[config.mk]
export PLATFORM = sky130hd
export DESIGN_NAME = pc_sequencer
export DESIGN_NICKNAME = d
export VERILOG_FILES = /design/src/rtl/pc_sequencer.sv
export SDC_FILE = /design/constraint.sdc
export NUM_CORES = 1
export LEC_CHECK = 0
export CAP_MARGIN = 10
export CORE_MARGIN = 3
export CORE_UTILIZATION = 43
export CTS_BUF_LIST = sky130_fd_sc_hd__clkbuf_16
export DETAILED_ROUTE_END_ITERATION = 6
export HOLD_SLACK_MARGIN = 0.1
export PLACE_DENSITY = 0.77
export REMOVE_ABC_BUFFERS = 1
export SETUP_SLACK_MARGIN = 0.2
export SYNTH_ARGS = -nofsm -noshare
export SYNTH_HDL_FRONTEND = slang
export SYNTH_SLANG_ARGS = --single-unit
[constraint.sdc]
create_clock -name clk -period 2.21 [get_ports clk]
set_clock_uncertainty 0.05 [all_clocks]
set_input_delay 0.5525 -clock clk [delete_from_list [all_inputs] [get_ports clk]]
set_output_delay 0.5525 -clock clk [all_outputs]
set_load 0.01 [all_outputs]
[src/rtl/pc_sequencer.sv]
// Program-counter / control-flow sequencer with start/halt FSM, call-depth tracking and sticky stack error.
// Optional retired-instruction counter enabled by defining PC_SEQ_RETIRE_COUNT_EN.
module pc_sequencer #(
    parameter logic [15:0] RESET_VECTOR = 16'h0000,
    parameter logic [15:0] HALT_WORD    = 16'h3FFF,
    parameter int          STACK_DEPTH  = 16
) (
    input  logic        clk,
    input  logic        reset,
    input  logic        start,
    input  logic        enable,
    input  logic [15:0] instr,
    input  logic [15:0] jump_target,
    input  logic        cond,
    input  logic [15:0] stack_top,
    output logic [15:0] count_out,
    output logic        running,
    output logic        halted,
    output logic [4:0]  call_depth,
    output logic        stack_err
`ifdef PC_SEQ_RETIRE_COUNT_EN
    ,
    output logic [31:0] retired_count
`endif
);

    typedef enum logic [1:0] {
        IDLE   = 2'd0,
        RUN    = 2'd1,
        HALTED = 2'd2
    } state_e;

    localparam logic [4:0] MAX_DEPTH = 5'(STACK_DEPTH);

    state_e      state_q, state_d;
    logic [15:0] pc_q, pc_d;
    logic [4:0]  depth_q, depth_d;
    logic        err_q, err_d;
`ifdef PC_SEQ_RETIRE_COUNT_EN
    logic [31:0] retire_q, retire_d;
`endif

    // The condition bit is consumed by the return stack, not by PC selection.
    logic cond_unused;
    assign cond_unused = cond;

    always_ff @(posedge clk or posedge reset) begin
        if (reset) begin
            state_q  <= IDLE;
            pc_q     <= RESET_VECTOR;
            depth_q  <= '0;
            err_q    <= 1'b0;
`ifdef PC_SEQ_RETIRE_COUNT_EN
            retire_q <= '0;
`endif
        end else begin
            state_q  <= state_d;
            pc_q     <= pc_d;
            depth_q  <= depth_d;
            err_q    <= err_d;
`ifdef PC_SEQ_RETIRE_COUNT_EN
            retire_q <= retire_d;
`endif
        end
    end

    always_comb begin
        state_d  = state_q;
        pc_d     = pc_q;
        depth_d  = depth_q;
        err_d    = err_q;
`ifdef PC_SEQ_RETIRE_COUNT_EN
        retire_d = retire_q;
`endif
        case (state_q)
            IDLE, HALTED: begin
                // Start wins over enable: no decode on the launching edge.
                if (start) begin
                    state_d  = RUN;
                    pc_d     = RESET_VECTOR;
                    depth_d  = '0;
`ifdef PC_SEQ_RETIRE_COUNT_EN
                    retire_d = '0;
`endif
                end
            end
            RUN: begin
                if (enable) begin
                    if (instr == HALT_WORD) begin
                        state_d = HALTED;
                    end else begin
`ifdef PC_SEQ_RETIRE_COUNT_EN
                        retire_d = retire_q + 32'd1;
`endif
                        case (instr[15:14])
                            2'b01: begin
                                pc_d = jump_target;
                                if (depth_q == MAX_DEPTH) err_d = 1'b1;
                                else depth_d = depth_q + 5'd1;
                            end
                            2'b11: begin
                                pc_d = stack_top;
                                if (depth_q == 5'd0) err_d = 1'b1;
                                else depth_d = depth_q - 5'd1;
                            end
                            default: pc_d = pc_q + 16'd1;
                        endcase
                    end
                end
            end
            default: state_d = IDLE;
        endcase
    end

    always_comb begin
        count_out     = pc_q;
        running       = (state_q == RUN);
        halted        = (state_q == HALTED);
        call_depth    = depth_q;
        stack_err     = err_q;
`ifdef PC_SEQ_RETIRE_COUNT_EN
        retired_count = retire_q;
`endif
    end

endmodule

==> impl_metrics.py, run 1 <==
metrics = {
    "synth": {
        "ys.flop_type": "dfrtp_1",
        "yosysWarnings": 0,
        "synth.distinct_cells": 52,
        "ys_seq_elements": 24,
        "syn_inst": 212,
        "synth-edff-count": 0,
        "netlist_area_mm2": 0.00188,
        "yosysSeqAreaShare_pct": 32.0,
        "async_reset_ff_share_pct": 100,
        "synth.avg_cell_area_um2": 8.86,
    },
    "sta": {
        "finalSetupViolCount": 0,
        "rsz0062_at_grt": "true",
        "drv_slew": 0,
        "min_period_ps": 1980,
        "whs_ps": 437,
        "fmax_ghz": 0.505,
        "tightest_slew_ps": 467,
        "setup_tns_ps": 0,
        "fin_crit_sh_pct": 89.7,
        "hold_viol": 0,
        "slew_headroom_pct": 68.6,
    },
    "floorplan": {
        "die_area_mm2": 0.00520,
        "die_y_um": 72.1,
        "core_mm2": 0.00412,
        "row_count": 23,
        "die_width_um": 72.1,
        "initial_utilization_pct": 45.7,
        "ios": 77,
    },
    "grt": {
        "grt_max_degree": 27,
        "antenna_found_initial": 0,
        "grt_overflow_total": 0,
        "track_usage_pct": 22.1,
        "grt_pass1_vias": 1920,
        "grt_pass1_wl_um": 9200,
    },
    "power": {
        "switching_share_pct": 37.8,
        "combPwrFrac_pct": 49.2,
        "p_total_mw": 2.36,
        "clkPwrFrac_pct": 16.8,
        "p_sw_mw": 0.891,
        "p_leak_nw": 1.31,
        "ir_worst_vdd_v": 0.000530,
        "seqPwrFrac_pct": 33.9,
        "p_per_area_mw_per_mm2": 783,
        "p_int_mw": 1.47,
    },
    "clock_tree": {
        "cts_max_level": 1,
        "clk_path_buf_depth": 2,
        "cts_hold_buf": 0,
        "clock-sinks": 24,
        "path_clk_slew_ps": 60,
        "clk_root_buffer_cell": "clkbuf_16",
        "numCtsBuffers": 3,
        "insertion_delay_ps": 260,
        "cts_tree": "yes",
    },
    "setup_path": {
        "cpPeakStageDelay_ps": 460,
        "crit_required_ps": 2280,
        "path_class": "input port to flop",
        "worstSetupStartpointType": "input port",
        "critPathBufInv": 2,
        "crit_chain": "clkdlybuf4s50_1, nand4_1, nor4_4, o21a_2, buf_6, o21ai_0",
        "crit_path_end_kind": "flop",
        "crit_arrival_ps": 2060,
        "crit_path_max_fanout": 4,
        "cp_top_family": "buffers and inverters",
        "reg2reg_slack_ps": 360,
        "slowest_stage": "clkdlybuf4s50_1",
    },
    "layout": {
        "nets": 363,
        "final_common_cell": "clkdlybuf4s50_1",
        "layout_common_cells": "61 x clkdlybuf4s50_1, 23 x dfrtp_1, 22 x nor2_1, 22 x o21ai_2, 19 x buf_4",
        "fill_cells": 329,
        "drive_gt1_share_pct": 24.8,
        "area_growth_pct": 60.3,
        "n_antenna_cell": 0,
    },
    "drt": {
        "wirelength_um": 5510,
        "drtIter0Drc": 146,
        "wire_per_inst_um": 15.5,
        "vias": 2002,
        "drt_pass1_iterations": 4,
        "final_antenna_net_count": 0,
        "vias_per_cell": 5.62,
        "drc": 0,
    },
    "run": {
        "cap_viol_max_count": 0,
    },
    "placement": {
        "dp_hpwl_um": 4070,
        "routabilityCongestion": 0.798,
        "port_buffers": 75,
    },
    "min_path": {
        "min_path_type": "flop to flop",
    },
    "run_status": {
        "status": "finished, final reports clean",
    },
}
## cell type report
cell class              instances  area, µm²  area share [%]
multi-input cells             170       1240            41.3
repair buffers                 99        990            32.8
flip-flops and latches         24        602            20.0
clock buffers                   3       75.1            2.49
well taps                      50       62.6            2.08
inverters                       9       36.3            1.20
clock inverters                 1       3.75           0.125
## worst paths after layout
kind                         startpoint       endpoint  cells after the start
max                           instr[11]     state_q[0]                      6
min                           stack_err      stack_err                      1
max reg2reg                count_out[0]  count_out[14]                      6
min reg2reg                   stack_err      stack_err                      1
max in group asynchronous         reset  call_depth[1]                      3
min in group asynchronous         reset   count_out[0]                      3
## kinds of logic (layout without fill, tap and decap cells)
family,count (synthesis),after routing,synth area share [%]
compound gates,74,74,27.2
simple gates,74,74,22.8
flops,24,24,32.0
buf+inv,18,112,5.79
mux,16,16,8.85
fa+ha+maj,3,3,2.00
xor+xnor,3,3,1.40
## layer usage
layer,share of wire [%],vias to the layer above,track usage [%]
li1,-,979,-
met3,6.0,2,4.29
met1,45,951,30.2
met5,0,-,0
met2,49,70,37.2
met4,0.31,0,2.71
## synthesized netlist by cell type (4+ instances only)
master | count | area [µm²]
a21oi_1 | 20 | 100
a31oi_1 | 7 | 43.8
dfrtp_1 | 24 | 601
inv_1 | 7 | 26.3
mux2_2 | 5 | 56.3
mux2i_1 | 11 | 110
nand2_1 | 15 | 56.3
nand3_1 | 4 | 20.0
nand4_1 | 5 | 31.3
nor2_1 | 22 | 82.6
nor3_1 | 5 | 25.0
o21ai_0 | 11 | 55.1
o21ai_2 | 17 | 149
## per-stage QoR
| step | util [%] | instances | area (µm²) | setup WS (ps) |
|---|---|---|---|---|
| floorplan | - | 203 | 1800 | 241 |
| global placement | 68.5 | 350 | 2820 | -276 |
| detailed placement | 68.5 | 350 | 2820 | -329 |
| CTS | 71.5 | 356 | 2940 | 207 |
| global route | 73.2 | 356 | 3010 | 171 |
| finish | 73.2 | 356 | 3010 | 228 |
## power groups by stage
stage                     clock network (mW)  registers (mW)  logic [mW]
after floorplan                            0           0.811       0.466
after global placement                     0           0.787        1.10
after detailed placement                   0           0.790        1.11
after CTS                              0.404           0.787        1.14
after global routing                   0.429           0.835        1.26
final                                  0.397           0.801        1.16
## flip-flops by register name (all words and copies together) (netlist names)
signal / count
state_q: 2
stack_err: 1
call_depth: 5
count_out: 16
## what timing repair did
item,4_1_cts,5_1_grt
gates resized for setup,14,24
pin swaps,5,13
gates cloned,0,0
buffers inserted,2,0
setup endpoints to repair,25,16
endpoints found under the hold margin,0,0
No activity file was read; power rests on OpenSTA's default activity.
==> run 2, diff against run 1 <==
--- a/config.mk
+++ b/config.mk
@@ -6,9 +6,10 @@
 export NUM_CORES = 1
 export LEC_CHECK = 0
 export CAP_MARGIN = 10
-export CORE_MARGIN = 3
+export CORE_MARGIN = 2
 export CORE_UTILIZATION = 43
 export CTS_BUF_LIST = sky130_fd_sc_hd__clkbuf_16
+export CTS_CLUSTER_SIZE = 30
 export DETAILED_ROUTE_END_ITERATION = 6
 export HOLD_SLACK_MARGIN = 0.1
 export PLACE_DENSITY = 0.77
@@ -17,3 +18,4 @@
 export SYNTH_ARGS = -nofsm -noshare
 export SYNTH_HDL_FRONTEND = slang
 export SYNTH_SLANG_ARGS = --single-unit
+export TNS_END_PERCENT = 30
==> impl_metrics.py, run 2 (synthesis results as in run 1) <==
metrics = {
    "power": {
        "p_leak_nw": 1.33,
        "clkPwrFrac_pct": 21.9,
        "switching_share_pct": 36.7,
        "combPwrFrac_pct": 45.5,
        "p_total_mw": 2.46,
        "p_sw_mw": 0.903,
        "p_per_area_mw_per_mm2": 817,
        "ir_worst_vdd_v": 0.000482,
        "p_int_mw": 1.56,
        "seqPwrFrac_pct": 32.6,
    },
    "drt": {
        "drtIter0Drc": 86,
        "vias_per_cell": 5.73,
        "drc": 0,
        "final_antenna_net_count": 0,
        "wirelength_um": 5670,
        "wire_per_inst_um": 15.8,
        "vias": 2056,
        "drt_pass1_iterations": 4,
    },
    "min_path": {
        "hold_start": "stack_err",
        "holdPathStages": 1,
        "min_path_type": "flop to flop",
        "holdPathEnd": "stack_err",
    },
    "grt": {
        "antenna_found_initial": 0,
        "grt_pass1_vias": 2012,
        "grt_overflow_total": 0,
        "track_usage_pct": 23.6,
        "grt_max_degree": 27,
        "grt_pass1_wl_um": 9420,
    },
    "layout": {
        "drive_gt1_share_pct": 22.8,
        "largest_reg_flops": 16,
        "utilization_pct": 70.1,
        "area_growth_pct": 60.3,
        "nets": 364,
        "n_antenna_cell": 0,
        "final_common_cell": "clkdlybuf4s50_1",
        "layout_common_cells": "61 x clkdlybuf4s50_1, 24 x dfrtp_1, 22 x nor2_1, 20 x a21oi_1, 20 x buf_4",
    },
    "run_status": {
        "status": "finished, final reports clean",
    },
    "setup_path": {
        "crit_path_max_fanout": 3,
        "crit_required_ps": 1610,
        "reg2reg_slack_ps": 330,
        "reg2reg_from": "count_out[0]",
        "crit_arrival_ps": 1450,
        "crit_path_end_kind": "output port",
        "worstSetupStartpointType": "flop",
        "path_class": "flop to output port",
        "ff2ff_path_depth": 6,
        "r2r_end": "count_out[14]",
    },
    "sta": {
        "hold_viol": 0,
        "fin_crit_sh_pct": 92.9,
        "min_period_ps": 2050,
        "slew_headroom_pct": 67.6,
        "rsz0062_at_grt": "true",
        "tightest_slew_ps": 482,
        "fmax_ghz": 0.487,
        "setup_tns_ps": 0,
        "drv_slew": 0,
        "whs_ps": 487,
        "finalSetupViolCount": 0,
        "finalWorstSetupSlack_ps": 158,
    },
    "placement": {
        "routabilityCongestion": 0.840,
        "dp_hpwl_um": 4160,
        "port_buffers": 75,
        "dp_worst_setup_slack_ps": -345,
    },
    "clock_tree": {
        "cts_max_level": 1,
        "numCtsBuffers": 3,
        "clock-sinks": 24,
        "insertion_delay_ps": 260,
        "clk_root_buffer_cell": "clkbuf_16",
        "path_clk_slew_ps": 70,
        "cts_tree": "yes",
        "clk_path_buf_depth": 2,
    },
    "floorplan": {
        "die_area_mm2": 0.00492,
        "die_y_um": 70.1,
        "row_count": 24,
        "die_width_um": 70.1,
        "core_mm2": 0.00429,
        "ios": 77,
        "initial_utilization_pct": 43.8,
    },
    "run": {
        "cap_viol_max_count": 0,
    },
}
==> run 2: cell types whose count changed in the layout (fill, tap and decap cells not counted), moves of 2 or more <==
| cell | delta |
|---|---|
| a21oi_1 | +2 |
| dlymetal6s2s_1 | +3 |
| a21oi_2 | -2 |
| o21ai_2 | -5 |
| o21ai_1 | +4 |
| dlygate4sd2_1 | -3 |
==> run 2: critical path, stage by stage, from the launching register on <==
cell and delay (ps):
dfrtp_1 430, nor2b_1 190, clkdlybuf4s50_1 570
==> run 2: worst max path at each step <==
stage                    start       endpoint  slack, ps
floorplan            instr[15]  call_depth[4]        240
global placement     instr[15]  call_depth[4]       -290
detailed placement   instr[15]  call_depth[4]       -340
CTS                 state_q[1]        running         50
global route        state_q[0]         halted        100
finish              state_q[0]         halted        160
==> run 2: power groups by stage <==
| stage | logic, mW | registers, mW | clock network (mW) |
|---|---|---|---|
| after floorplan | 0.466 | 0.811 | 0 |
| after global placement | 1.08 | 0.787 | 0 |
| after detailed placement | 1.10 | 0.797 | 0 |
| after CTS | 1.12 | 0.790 | 0.539 |
| after global routing | 1.22 | 0.824 | 0.554 |
| final | 1.12 | 0.801 | 0.540 |
==> run 2: layout make-up <==
class                      instances  area, µm²
fill                             329       1280
timing repair buffer             100        995
sequential                        24        601
multi-input combinational        170       1210
clock inverter                     1       30.0
inverter                           9       36.3
tap                               52       65.1
clock buffer                       3       75.1
==> run 2: metrics by stage <==
step	instances	cell area, µm²
2_1_floorplan	203	1800
5_1_grt	359	3010
3_3_place_gp	353	2820
4_1_cts	358	2960
3_5_place_dp	353	2820
6_report	359	3010
==> run 2: metal layers <==
layer / routed length [µm] / global-route usage (%)
met1: 2430 / 30.3
met2: 2960 / 41.3
met5: 0 / 0
met3: 191 / 2.74
met4: 88 / 7.26
==> run 2: what timing repair did <==
action,CTS,global route
hold buffers,0,0
pin swaps,7,11
setup endpoints to repair,25,19
hold endpoints to repair,0,0
buffers inserted,1,1
resized for setup,9,21
